`config.mk`:
```
export PLATFORM = sky130hd
export DESIGN_NAME = alu_seq
export DESIGN_NICKNAME = d
export VERILOG_FILES = /design/src/rtl/alu_seq_pkg.sv /design/src/rtl/alu_muldiv_iter.sv /design/src/rtl/alu_seq.sv
export SDC_FILE = /design/constraint.sdc
export NUM_CORES = 1
export LEC_CHECK = 0
export CAP_MARGIN = 20
export CORE_MARGIN = 4
export CORE_UTILIZATION = 32
export CTS_CLUSTER_DIAMETER = 120
export DETAILED_ROUTE_END_ITERATION = 8
export PLACE_DENSITY = 0.49
export SLEW_MARGIN = 20
export SYNTH_ARGS = -nofsm -noshare
export SYNTH_HDL_FRONTEND = slang
export SYNTH_HIERARCHICAL = 1
export SYNTH_SLANG_ARGS = --single-unit
```
`constraint.sdc`:
```
create_clock -name Clk -period 3.7 [get_ports Clk]
set_input_delay 0.74 -clock Clk [delete_from_list [all_inputs] [get_ports Clk]]
set_output_delay 0.74 -clock Clk [all_outputs]
set_load 0.03 [all_outputs]
```
`src/rtl/alu_seq_pkg.sv`:
```
// Shared opcodes, mul/div FSM states and opcode helpers for the sequential ALU.
package alu_seq_pkg;

  localparam logic [3:0] OP_AND   = 4'b0000;
  localparam logic [3:0] OP_OR    = 4'b0001;
  localparam logic [3:0] OP_ADD   = 4'b0010;
  localparam logic [3:0] OP_SLL   = 4'b0011;
  localparam logic [3:0] OP_SRL   = 4'b0100;
  localparam logic [3:0] OP_JR    = 4'b0101;
  localparam logic [3:0] OP_SUB   = 4'b0110;
  localparam logic [3:0] OP_SLT   = 4'b0111;
  localparam logic [3:0] OP_MULTU = 4'b1000;
  localparam logic [3:0] OP_MULT  = 4'b1001;
  localparam logic [3:0] OP_DIVU  = 4'b1010;
  localparam logic [3:0] OP_DIV   = 4'b1011;
  localparam logic [3:0] OP_NOR   = 4'b1100;
  localparam logic [3:0] OP_MFHI  = 4'b1101;
  localparam logic [3:0] OP_MFLO  = 4'b1110;

  typedef enum logic [1:0] {IDLE, RUN, FIN} md_state_e;

  function automatic logic is_muldiv(input logic [3:0] op);
    return op[3:2] == 2'b10;
  endfunction

endpackage

```
`src/rtl/alu_muldiv_iter.sv`:
```
// Iterative multiply / restoring divide on operand magnitudes, one step per cycle,
// with sign correction applied combinationally while in FIN.
module alu_muldiv_iter
  import alu_seq_pkg::*;
#(
  parameter int WIDTH = 32
) (
  input  logic             clk,
  input  logic             rst,
  input  logic             start,
  input  logic             is_signed,
  input  logic             is_div,
  input  logic [WIDTH-1:0] a,
  input  logic [WIDTH-1:0] b,
  output logic             busy,
  output logic             done,
  output logic [WIDTH-1:0] hi,
  output logic [WIDTH-1:0] lo,
  output logic             div_zero
);
  localparam int CW = $clog2(WIDTH) + 1;

  md_state_e        state, state_nx;
  logic [CW-1:0]    count;
  logic [WIDTH-1:0] acc, q, dv;
  logic             neg_p, neg_r, op_div, dz;

  logic             a_neg, b_neg;
  logic [WIDTH-1:0] a_mag, b_mag;
  logic [WIDTH:0]   msum, rsh;
  logic             ge;
  logic [WIDTH-1:0] acc_step, q_step;
  logic [2*WIDTH-1:0] prod, prod_s;

  assign a_neg = is_signed & a[WIDTH-1];
  assign b_neg = is_signed & b[WIDTH-1];
  assign a_mag = a_neg ? -a : a;
  assign b_mag = b_neg ? -b : b;

  // mul: {acc,q} shifts right with acc accumulating; div: {acc,q} shifts left, quotient bits enter q
  always_comb begin
    msum = {1'b0, acc} + (q[0] ? {1'b0, dv} : '0);
    rsh  = {acc, q[WIDTH-1]};
    ge   = rsh >= {1'b0, dv};
    if (op_div) begin
      acc_step = ge ? rsh[WIDTH-1:0] - dv : rsh[WIDTH-1:0];
      q_step   = {q[WIDTH-2:0], ge};
    end else begin
      acc_step = msum[WIDTH:1];
      q_step   = {msum[0], q[WIDTH-1:1]};
    end
  end

  always_ff @(posedge clk or posedge rst) begin
    if (rst) state <= IDLE;
    else     state <= state_nx;
  end

  always_comb begin
    state_nx = state;
    case (state)
      IDLE:    if (start) state_nx = RUN;
      RUN:     if (count == CW'(1)) state_nx = FIN;
      FIN:     state_nx = IDLE;
      default: state_nx = IDLE;
    endcase
  end

  always_ff @(posedge clk or posedge rst) begin
    if (rst) begin
      count  <= '0;
      acc    <= '0;
      q      <= '0;
      dv     <= '0;
      neg_p  <= 1'b0;
      neg_r  <= 1'b0;
      op_div <= 1'b0;
      dz     <= 1'b0;
    end else if (state == IDLE && start) begin
      count  <= CW'(WIDTH);
      acc    <= '0;
      q      <= is_div ? a_mag : b_mag;
      dv     <= is_div ? b_mag : a_mag;
      neg_p  <= a_neg ^ b_neg;
      neg_r  <= a_neg;
      op_div <= is_div;
      dz     <= is_div && (b == '0);
    end else if (state == RUN) begin
      count <= count - CW'(1);
      acc   <= acc_step;
      q     <= q_step;
    end
  end

  always_comb begin
    prod     = {acc, q};
    prod_s   = neg_p ? -prod : prod;
    busy     = state != IDLE;
    done     = state == FIN;
    div_zero = done & dz;
    if (op_div) begin
      lo = dz ? '1 : (neg_p ? -q : q);
      hi = neg_r ? -acc : acc;
    end else begin
      hi = prod_s[2*WIDTH-1:WIDTH];
      lo = prod_s[WIDTH-1:0];
    end
  end

endmodule

```
`src/rtl/alu_seq.sv`:
```
// Registered EX-stage ALU: single-cycle ops plus iterative mul/div into HI/LO,
// behind a valid/ready handshake that drops ready while mul/div runs.
module alu_seq
  import alu_seq_pkg::*;
#(
  parameter  int WIDTH = 32,
  localparam int SHW   = $clog2(WIDTH)
) (
  input  logic             Clk,
  input  logic             reset,
  input  logic             in_valid,
  output logic             in_ready,
  input  logic [WIDTH-1:0] input1,
  input  logic [WIDTH-1:0] input2,
  input  logic [3:0]       ALUCtr,
  output logic             res_valid,
  output logic [WIDTH-1:0] ALURes,
  output logic             zero,
  output logic             busy,
  output logic             div_zero,
  output logic [WIDTH-1:0] hi,
  output logic [WIDTH-1:0] lo
);
  logic             accept, md_start, md_busy, md_done, md_dz;
  logic [WIDTH-1:0] md_hi, md_lo, alu_r;

  assign busy     = md_busy;
  assign in_ready = !md_busy;
  assign accept   = in_valid & in_ready;
  assign md_start = accept & is_muldiv(ALUCtr);

  alu_muldiv_iter #(.WIDTH(WIDTH)) u_muldiv (
    .clk      (Clk),
    .rst      (reset),
    .start    (md_start),
    .is_signed(ALUCtr[0]),
    .is_div   (ALUCtr[1]),
    .a        (input1),
    .b        (input2),
    .busy     (md_busy),
    .done     (md_done),
    .hi       (md_hi),
    .lo       (md_lo),
    .div_zero (md_dz)
  );

  always_comb begin
    alu_r = '0;
    case (ALUCtr)
      OP_AND:  alu_r = input1 & input2;
      OP_OR:   alu_r = input1 | input2;
      OP_ADD:  alu_r = input1 + input2;
      OP_SUB:  alu_r = input1 - input2;
      OP_SLT:  alu_r = {{(WIDTH-1){1'b0}}, $signed(input1) < $signed(input2)};
      OP_NOR:  alu_r = ~(input1 | input2);
      OP_SLL:  alu_r = input1 << input2[SHW-1:0];
      OP_SRL:  alu_r = input1 >> input2[SHW-1:0];
      OP_MFHI: alu_r = hi;
      OP_MFLO: alu_r = lo;
      OP_JR, OP_MULTU, OP_MULT, OP_DIVU, OP_DIV: alu_r = '0;
      default: alu_r = '0;
    endcase
  end

  // md_done and a new accept never coincide: ready is low through FIN
  always_ff @(posedge Clk or posedge reset) begin
    if (reset) begin
      ALURes    <= '0;
      zero      <= 1'b1;
      res_valid <= 1'b0;
      div_zero  <= 1'b0;
      hi        <= '0;
      lo        <= '0;
    end else begin
      res_valid <= 1'b0;
      div_zero  <= 1'b0;
      if (md_done) begin
        hi        <= md_hi;
        lo        <= md_lo;
        ALURes    <= md_lo;
        zero      <= md_lo == '0;
        res_valid <= 1'b1;
        div_zero  <= md_dz;
      end else if (accept && !is_muldiv(ALUCtr)) begin
        ALURes    <= alu_r;
        zero      <= alu_r == '0;
        res_valid <= 1'b1;
      end
    end
  end

endmodule

```
==> summary.txt <==
Status = finished, violations left
Failing checks = negative setup slack
DRC Markers = 0
H-tree levels = 1
Ys async rst share = 100%
Final setup fails = 38
Worst reg-to-reg setup slack = -0.42 ns
Post-place setup slack = -1.41 ns
Synthesized Nets = 3734
Via count = 32800
Clock Tree Root = clkbuf_16
Initial Util = 32.3%
TritonCTS clock tree = yes
Initial antenna violation count = 8
Fillcell total = 8234
Post-Syn Area = 0.0266 mm2
Total Power = 8.55 mW
Congestion Overflow GR = 0
Max FO, Critical Path = 5
CTS buffer count = 26
Share of post-route cells with drive strength above 1 = 33.1%
Worst hold-check path type = flop to flop
Top post-synthesis cells by area = dfrtp_1 (19%), ha_1 (8.4%), o21ai_0 (5.4%)
Vias in the first global route = 31100
Vias per cell = 5.93
Period utilization = 112%
Clk sinks = 207
Req. time, crit path = 4.20 ns
Num ports = 172
Cts-stage hold buffer count = 0
Max Clock Freq = 0.242 GHz
Unrepaired setup endpoints after global routing = true
Worst setup path startpoint = input1[28]
Critical path class = input pin to flop
Drt first pass iters = 8
Top FF cell, synth = dfrtp_1
Worst Tran Pin Value = 1.09 ns
Critical path endpoint category = flop
Final Net Count = 4697
Most common cell after layout, fill and taps aside = buf_4
HPWL after detailed placement = 135000 um
Clock latency at the later pin of the worst-skew pair = 0.58 ns
First-pass GRT wire length = 228000 um
Max Transition Viols Final = 0
Leak = 17.4 nW
Worst r2r dst = zero$_DFFE_PP1P_
Reg area = 0.00518 mm2
EDFF count, synth = 0
CP Capture Point = zero$_DFFE_PP1P_
Yosys Warn Count = 6
Max Cap Viol = 0
Die width = 296 um
WHS = 0.479 ns
IO Port Bufs = 171
Placeable Area = 0.0822 mm2
Synth cell types = 106
Commonest cells after routing, fill and taps aside = buf_4 (923), nand2_1 (358), nor2_1 (281)
GPL Wtd Cong = 1.11
Layout Skew = 0.0411 ns
Post-Route WL = 163000 um
Slew Limit Headroom = 27.4%
Antenna-violating nets left = 0
Synth Register Bits = 207
P&R area growth vs syn = 48.8%
Yosys top cell by area = dfrtp_1
Minimum clock period = 4.14 ns
Die area = 0.0878 mm2
Area post-placement = 0.0365 mm2
Setup ws final = -0.438 ns
Syn Area/Cell = 7.64 um2
GRT Total Usage = 35.8%
Syn Inst Count = 3480
RR Startpoint = u_muldiv/q[9]$_DFFE_PP0P_
Register area share after synthesis = 19.5%
Crit start category = input pin
Clk buf depth = 3
Final Hold Fails = 0
Pwr per Cell Area = 216 mW/mm2
Area taken by multi-input logic gates = 0.0214 mm2
FP Rows = 105
Starting DRT DRC Count = 3878
HP Start = u_muldiv/dv[5]$_DFFE_PP0P_
R2R cell count = 15
Worst-path clk slew = 0.06 ns
Final Cell Area = 0.0396 mm2
WL/cell = 29.5 um
Critical path arrival = 4.64 ns
Peak VDD IR = 0.307 mV
Die height = 296 um
Post-synth top area share = 19.4%
Largest net degree at the start of global routing = 87
==> timing repair <==
| action | 4_1_cts | 5_1_grt |
|---|---|---|
| resized for setup | 237 | 215 |
| gates cloned | 1 | 1 |
| pin swaps | 61 | 62 |
| setup endpoints to repair | 32 | 65 |
| setup buffers | 33 | 22 |
==> per-layer routing <==
metal  GRT usage, %  up-vias  part of all wire [%]
met4           16.5        0                   5.9
met5              0        -                     0
met1           49.9    16200                    43
li1               -    14700                     -
met3           5.43      321                   8.4
met2           54.5     1570                    43
==> per-stage QoR <==
step                      setup TNS, ns  util [%]  cells
after floorplan                  -0.499         -   3480
after global placement           -22.16      44.4   5440
after detailed placement         -22.17      44.4   5440
after CTS                         -6.53      47.0   5516
after global routing              -8.63      48.1   5532
final                             -6.47      48.1   5534
==> logic make-up after synthesis <==
family                     count (synthesis)  share of synthesized area, %
adders and majority gates                183                          8.72
AOI/OAI and AO/OA                       1133                          27.8
xor gates and xnor gates                 186                          6.13
buffers and inverters                    446                          6.74
and+or+nand+nor                         1078                          19.2
DFF                                      207                          19.5
muxes                                    247                          11.9
==> cell usage after synthesis, types with 30 or more instances <==
cell type and instances:
o221ai_1 32, o21ai_0 285, or3_1 30, clkbuf_1 193
a211oi_1 41, o211ai_1 71, xnor2_1 98, nor2_1 292
nor4_1 41, nand3_1 64, nand2_1 372, a22oi_1 38
xor2_1 88, nor3_1 66, ha_1 179, a21o_1 52
mux2i_1 128, a31oi_1 53, o31ai_1 44, mux4_2 46
mux2_2 68, inv_1 194, a21oi_1 257, dfrtp_1 206
==> state kept, by name, summed over array words and instances, names as in the netlist, 2 cells and up <==
register	flops
ALURes	32
hi	32
lo	32
u_muldiv/acc	32
u_muldiv/dv	32
u_muldiv/q	32
u_muldiv/count	6
u_muldiv/state	2
==> worst min path at each step <==
stage | to | slack (ns) | cells after the start
after detailed placement | u_muldiv/dv[5]$_DFFE_PP0P_ | 0.47 | 2
after CTS | u_muldiv/dv[5]$_DFFE_PP0P_ | 0.48 | 2
final | u_muldiv/dv[5]$_DFFE_PP0P_ | 0.48 | 2
after global routing | u_muldiv/dv[10]$_DFFE_PP0P_ | 0.52 | 2
after floorplan | u_muldiv/dv[10]$_DFFE_PP0P_ | 0.45 | 2
after global placement | u_muldiv/dv[23]$_DFFE_PP0P_ | 0.47 | 2
==> area by class of cell <==
type,count,share of cell area [%]
clock inverters,12,0.399
inverters,197,1.90
flip-flops and latches,207,13.1
diodes,2,0.0127
repair buffers,1184,25.3
well taps,1070,3.38
multi-input cells,2827,54.0
clock buffers,35,1.86
==> critical path: stages <==
cell	delay, ns
clkdlybuf4s50_1	0.40
buf_4	0.17
mux2i_1	0.34
mux2_2	0.27
nor2_1	0.12
a221o_1	0.38
or4_1	0.55
nor4_2	0.16
buf_4	0.14
nand4_1	0.14
or4b_4	0.55
nor4b_2	0.27
buf_4	0.17
nand3_1	0.09
o21ai_1	0.14
==> where the power goes <==
| group | internal, mW | switching, mW | total [mW] |
|---|---|---|---|
| clock network | 1.61 | 1.15 | 2.76 |
| logic | 1.57 | 1.95 | 3.52 |
| registers | 2.26 | 0 | 2.26 |
No activity file was read; power rests on OpenSTA's default activity.
